**src/rtl/dma_pkg.sv**
```systemverilog
// Shared constants and state encoding for the DMA read/write masters.
package dma_pkg;

  localparam logic [2:0] AXI_SIZE_4B    = 3'b010;
  localparam logic [1:0] AXI_BURST_INCR = 2'b01;
  localparam logic [1:0] AXI_RESP_OKAY  = 2'b00;

  localparam int unsigned DMA_MAX_BURST_BYTES = 64;
  localparam int unsigned DMA_BOUNDARY        = 4096;

  typedef enum logic [2:0] {
    ST_IDLE     = 3'b001,
    ST_AR_PHASE = 3'b010,
    ST_R_PHASE  = 3'b100
  } dma_state_e;

endpackage

```
**src/rtl/dma_burst_calc.sv**
```systemverilog
// Burst length in bytes: min(remaining, 64, bytes to next 4 KB page), word multiple.
module dma_burst_calc
  import dma_pkg::*;
(
  input  logic [11:0] addr_lo,
  input  logic [31:0] remaining,
  output logic [6:0]  burst_bytes
);

  logic [12:0] to_boundary;
  logic [6:0]  limit;
  logic [6:0]  sel;

  always_comb begin
    to_boundary = 13'(DMA_BOUNDARY) - {1'b0, addr_lo};
    limit       = (to_boundary < 13'(DMA_MAX_BURST_BYTES)) ? to_boundary[6:0]
                                                          : 7'(DMA_MAX_BURST_BYTES);
    sel         = (remaining < {25'd0, limit}) ? remaining[6:0] : limit;
    burst_bytes = sel & 7'h7C;
  end

endmodule

```
**src/rtl/dma_read_master.sv**
```systemverilog
// AXI4 read master: fetches a contiguous region in INCR bursts into the data FIFO.
// Optional sticky response/RLAST error flag when DMA_RD_ERR_CHECK_EN is defined.
module dma_read_master
  import dma_pkg::*;
#(
  parameter int C_M_AXI_ADDR_WIDTH = 32,
  parameter int C_M_AXI_DATA_WIDTH = 32
) (
  input  logic                          clk,
  input  logic                          reset_n,
  input  logic                          i_start,
  input  logic [31:0]                   i_src_addr,
  input  logic [31:0]                   i_total_len,
  output logic                          o_read_done,
  input  logic                          i_fifo_full,
  output logic                          o_fifo_wr_en,
  output logic [31:0]                   o_fifo_wdata,
  output logic [C_M_AXI_ADDR_WIDTH-1:0] m_axi_araddr,
  output logic [7:0]                    m_axi_arlen,
  output logic [2:0]                    m_axi_arsize,
  output logic [1:0]                    m_axi_arburst,
  output logic                          m_axi_arvalid,
  input  logic                          m_axi_arready,
  input  logic [C_M_AXI_DATA_WIDTH-1:0] m_axi_rdata,
  input  logic [1:0]                    m_axi_rresp,
  input  logic                          m_axi_rlast,
  input  logic                          m_axi_rvalid,
  output logic                          m_axi_rready
`ifdef DMA_RD_ERR_CHECK_EN
  ,
  output logic                          o_read_err
`endif
);

  dma_state_e                    state_q, state_d;
  logic [31:0]                   addr_q, addr_d;
  logic [31:0]                   remaining_q, remaining_d;
  logic [6:0]                    burst_bytes_q, burst_bytes_d;
  logic [4:0]                    beat_cnt_q, beat_cnt_d;
  logic                          arvalid_q, arvalid_d;
  logic [C_M_AXI_ADDR_WIDTH-1:0] araddr_q, araddr_d;
  logic [7:0]                    arlen_q, arlen_d;
  logic                          done_q, done_d;

  logic [6:0] calc_bytes;
  logic       r_hs;
  logic       beat_err;
  logic       err_q;

  dma_burst_calc u_burst_calc (
    .addr_lo    (addr_q[11:0]),
    .remaining  (remaining_q),
    .burst_bytes(calc_bytes)
  );

  // R channel is throttled combinationally so a full FIFO never loses a beat.
  assign m_axi_rready  = (state_q == ST_R_PHASE) && !i_fifo_full;
  assign r_hs          = m_axi_rvalid && m_axi_rready;
  assign o_fifo_wr_en  = r_hs;
  assign o_fifo_wdata  = m_axi_rdata;
  assign m_axi_araddr  = araddr_q;
  assign m_axi_arlen   = arlen_q;
  assign m_axi_arsize  = AXI_SIZE_4B;
  assign m_axi_arburst = AXI_BURST_INCR;
  assign m_axi_arvalid = arvalid_q;
  assign o_read_done   = done_q;

`ifdef DMA_RD_ERR_CHECK_EN
  logic err_d;

  assign beat_err = r_hs && ((m_axi_rresp != AXI_RESP_OKAY) ||
                             (m_axi_rlast != (beat_cnt_q == arlen_q[4:0])));

  always_comb begin
    err_d = err_q;
    if (state_q == ST_IDLE && i_start) err_d = 1'b0;
    else if (beat_err)                 err_d = 1'b1;
  end

  always_ff @(posedge clk or negedge reset_n) begin
    if (!reset_n) err_q <= 1'b0;
    else          err_q <= err_d;
  end

  assign o_read_err = err_q;
`else
  logic unused_rd;

  assign beat_err  = 1'b0;
  assign err_q     = 1'b0;
  assign unused_rd = ^{m_axi_rresp, beat_cnt_q};
`endif

  // NOTE: every _d gets a default from its _q first, so no path leaves a latch.
  always_comb begin
    state_d       = state_q;
    addr_d        = addr_q;
    remaining_d   = remaining_q;
    burst_bytes_d = burst_bytes_q;
    beat_cnt_d    = beat_cnt_q;
    arvalid_d     = arvalid_q;
    araddr_d      = araddr_q;
    arlen_d       = arlen_q;
    done_d        = 1'b0;

    unique case (state_q)
      ST_IDLE: begin
        if (i_start) begin
          addr_d      = i_src_addr;
          remaining_d = {i_total_len[31:2], 2'b00};
          beat_cnt_d  = '0;
          if (i_total_len[31:2] == '0) done_d  = 1'b1;
          else                         state_d = ST_AR_PHASE;
        end
      end

      ST_AR_PHASE: begin
        // First cycle registers the burst; arvalid then holds until accepted.
        if (!arvalid_q) begin
          burst_bytes_d = calc_bytes;
          araddr_d      = addr_q[C_M_AXI_ADDR_WIDTH-1:0];
          arlen_d       = {3'd0, calc_bytes[6:2] - 5'd1};
          arvalid_d     = 1'b1;
        end else if (m_axi_arready) begin
          arvalid_d  = 1'b0;
          beat_cnt_d = '0;
          state_d    = ST_R_PHASE;
        end
      end

      ST_R_PHASE: begin
        if (r_hs) begin
          beat_cnt_d = beat_cnt_q + 5'd1;
          if (m_axi_rlast) begin
            addr_d      = addr_q + {25'd0, burst_bytes_q};
            remaining_d = remaining_q - {25'd0, burst_bytes_q};
            beat_cnt_d  = '0;
            if (remaining_d == '0 || err_q || beat_err) begin
              state_d = ST_IDLE;
              done_d  = 1'b1;
            end else begin
              state_d = ST_AR_PHASE;
            end
          end
        end
      end

      default: state_d = ST_IDLE;
    endcase
  end

  // NOTE: sequential state uses non-blocking assignments only; next-state math stays in always_comb.
  always_ff @(posedge clk or negedge reset_n) begin
    if (!reset_n) begin
      state_q       <= ST_IDLE;
      addr_q        <= '0;
      remaining_q   <= '0;
      burst_bytes_q <= '0;
      beat_cnt_q    <= '0;
      arvalid_q     <= 1'b0;
      araddr_q      <= '0;
      arlen_q       <= '0;
      done_q        <= 1'b0;
    end else begin
      state_q       <= state_d;
      addr_q        <= addr_d;
      remaining_q   <= remaining_d;
      burst_bytes_q <= burst_bytes_d;
      beat_cnt_q    <= beat_cnt_d;
      arvalid_q     <= arvalid_d;
      araddr_q      <= araddr_d;
      arlen_q       <= arlen_d;
      done_q        <= done_d;
    end
  end

endmodule

```
**config.mk**
```make
export PLATFORM = sky130hd
export DESIGN_NAME = dma_read_master
export DESIGN_NICKNAME = d
export VERILOG_FILES = /design/src/rtl/dma_pkg.sv /design/src/rtl/dma_burst_calc.sv /design/src/rtl/dma_read_master.sv
export SDC_FILE = /design/constraint.sdc
export NUM_CORES = 1
export LEC_CHECK = 0
export CORE_UTILIZATION = 39
export CTS_CLUSTER_DIAMETER = 50
export DETAILED_ROUTE_END_ITERATION = 16
export PLACE_DENSITY = 0.67
export RECOVER_POWER = 25
export REMOVE_ABC_BUFFERS = 1
export SYNTH_ARGS = -nofsm -noshare
export SYNTH_HDL_FRONTEND = slang
export SYNTH_SLANG_ARGS = --single-unit
```
**constraint.sdc**
```tcl
create_clock -name clk -period 4.86 [get_ports clk]
set_clock_uncertainty 0.2 [all_clocks]
set_input_delay 0.729 -clock clk [delete_from_list [all_inputs] [get_ports clk]]
set_output_delay 0.729 -clock clk [all_outputs]
set_load 0.1 [all_outputs]
```
==> results.cfg <==
[timing]
hold_ws_ns = 0.277
tns_ns = 0
drv_slew = 111
fmax_ghz = 0.225
fin_crit_ns = 4.45
worst_pin_slew_ns = 3.40
finalSetupViolCount = 0
rsz0062_at_grt = false
hold_viol_final = 0
finalCritPeriodShare_pct = 91.5
relSlewSlack_pct = -127

[logic_synthesis]
synth_compound_area_share_pct = 20.8
yosys_warnings = 0
ys_types = 74
async_reset_ff_share_pct = 100
synth_seq_cells = 109
synth_edf_count = 0
synth.avg_cell_area_sq_um = 8.05
synth_cells = 852
synth_xor_area_share_pct = 2.17
ys_seq_area_share_pct = 39.8
muxShareOfSynthArea_pct = 0.620
synthFlopType = dfrtp_1
synth_top_family_by_area = simple AND/OR/NAND/NOR gates
synthAdderAreaFrac_pct = 3.68
netlist_area_sq_um = 6860
yosys.area_share.simple_pct = 24.8

[global_routing]
track_usage_pct = 22.5
grt_pass1_vias = 5774
grt-ovfl-total = 0
antenna_found_initial = 0
grt_pass1_wl_um = 31700
grt_max_degree = 74

[placed_design]
io_buffers = 109
dpl_cell_area_sq_um = 7870
place_congestion = 0.874
place_hpwl_um = 14200
place_inst = 1118

[floorplanning]
num_io_pins = 186
chipHeight_um = 135
die_area_sq_um = 18100
start_util_pct = 39.8
die_x_um = 135
rows = 48
core_sq_um = 17200

[final_layout]
final_common_cell = nand2_1
n_fill_cell = 1665
post-route-util_pct = 47.2
fin_area_sq_um = 8140
final_cell_mix = nand2_1 (164), dfrtp_1 (108), clkdlybuf4s50_1 (107)
diodes = 0
layout.cells.non_filler = 1134
areaGrowthSynthToFinish_pct = 18.5
layout-drive-gt1-share_pct = 6.05
nNetsFinal = 1028

[clocking]
insertion_delay_ns = 0.36
h-tree-depth = 3
clockBufferDepth = 2
ctsHoldBuffers = 0
post-cts-setup-buffers = 0
numCtsBuffers = 9
cts-root-buf = clkbuf_16
clkTransAtPathRegs_ns = 0.08
cts_num_sinks = 109
tritoncts = built

[detailed_routing]
drt_iter0_drc = 640
ant_nets = 0
drc_errors = 0
dr.pass1.iters = 7
drt-total-wl_um = 19700
vias_per_cell = 5.56
vias = 6306
avgRoutedWirePerCell_um = 17.3

[setup_path]
reg2reg_depth = 16
critPathMaxFanout = 4
required_ns = 4.90
crit_arrival_ns = 4.49
crit_type = flip-flop to flip-flop
critPathCaptureType = flip-flop
startpoint_type = flip-flop

[power]
peakVddDrop_uv = 407
powerDensity_nw_per_um2 = 696
leakage_nw = 3.34

[run_status]
violations = capacitance limit, slew limit
status = finished with violations

[job]
drv_cap = 2

[min_path]
hp-class = flip-flop to flip-flop
whs_path_depth = 2
## cell usage after synthesis, types with 5 or more instances
library cell  instances  area share, %
nand2_1             165            9.0
dfrtp_1             108             39
a21oi_1              84            6.1
o21ai_0              72            5.3
nor2_1               71            3.9
buf_4                42            4.6
clkbuf_1             37            2.0
nand3_1              24            1.8
inv_1                18           0.98
ha_1                 17            3.1
nor3_1               17            1.2
o22ai_1              17            1.5
nor4_1               15            1.4
xnor2_1              11            1.4
a22oi_1               9           0.98
or3_1                 8           0.73
and3_1                7           0.64
a211oi_1              6           0.66
nand2b_1              6           0.55
nand4_1               6           0.55
xor2_1                6           0.77
a31oi_1               5           0.46
nor2b_1               5           0.46
nor3b_1               5           0.55
## layout make-up
class	instances	area (sq um)	area share (%)
Multi-Input combinational cell	647	3630	44.6
Sequential cell	109	2730	33.5
Timing Repair Buffer	119	1150	14.2
Tap cell	225	282	3.46
Clock buffer	10	229	2.81
Inverter	18	67.6	0.831
Clock inverter	6	45.0	0.554
## state kept, by name (all words and copies together) (netlist names)
| register | flops |
|---|---|
| remaining_q | 30 |
| state_q | 3 |
| m_axi_arlen | 5 |
| burst_bytes_q | 5 |
| m_axi_arvalid | 1 |
| o_read_done | 1 |
| m_axi_araddr | 32 |
| addr_q | 32 |
## report_power, final
| part | leakage [nW] | internal (mW) | switching [mW] |
|---|---|---|---|
| clock network | 0.138 | 0.355 | 0.365 |
| registers | 1.32 | 1.33 | 0.456 |
| logic | 1.88 | 0.948 | 2.21 |
| total | 3.34 | 2.63 | 3.03 |
## critical path, stage by stage, from the launching register on
cell       delay [ns]
dfrtp_1          0.41
inv_1            0.10
ha_1             0.20
or3b_1           0.39
or4_4            0.50
a21oi_4          0.14
nand2_1          0.14
ha_1             0.32
a21o_1           0.18
a2111oi_1        0.37
nand2_1          0.12
a21oi_2          0.14
mux2_2           0.37
ha_1             0.26
and4_1           0.16
o311ai_1         0.26
nand2_1          0.08
## timing repair
item / 4_1_cts / 5_1_grt
endpoints found under the hold margin: 0 / 0
resized for setup: 0 / 1
setup endpoints to repair: 0 / 1
## final timing paths
check                                               end                         start  slack [ns]
setup / recovery             m_axi_arlen[4]$_DFFE_PN0P_         addr_q[0]$_DFFE_PN0P_        0.41
min in group asynchronous  m_axi_araddr[29]$_DFFE_PN0P_                       reset_n        1.11
hold / removal             m_axi_araddr[17]$_DFFE_PN0P_  m_axi_araddr[17]$_DFFE_PN0P_        0.28
max in group asynchronous   remaining_q[16]$_DFFE_PN0P_                       reset_n        1.10
setup reg to reg             m_axi_arlen[4]$_DFFE_PN0P_         addr_q[0]$_DFFE_PN0P_        0.41
hold reg to reg            m_axi_araddr[17]$_DFFE_PN0P_  m_axi_araddr[17]$_DFFE_PN0P_        0.28
## routing by layer
layer	part of all wire (%)	GRT usage, %
met1	47	32.3
met2	44	32.6
met3	7.4	5.82
met4	1.6	7.30
met5	0	1.39
## through the flow
| stage | power [mW] | setup slack, ns |
|---|---|---|
| 3_5_place_dp | 4.95 | 0.437 |
| 5_1_grt | 6.05 | 0.0281 |
| 4_1_cts | 5.67 | 0.387 |
| 2_1_floorplan | 4.08 | -1.34 |
| 6_report | 5.66 | 0.414 |
| 3_3_place_gp | 4.91 | 0.488 |
## logic make-up (layout without fill, tap and decap cells)
| group | after synthesis | after routing |
|---|---|---|
| compound gates | 239 | 239 |
| xor+xnor | 17 | 17 |
| fa+ha+maj | 19 | 19 |
| buf+inv | 102 | 153 |
| flops | 109 | 109 |
| mux | 4 | 4 |
| other cells | 2 | 8 |
| simple gates | 360 | 360 |
(Power assumes the default switching activity.)
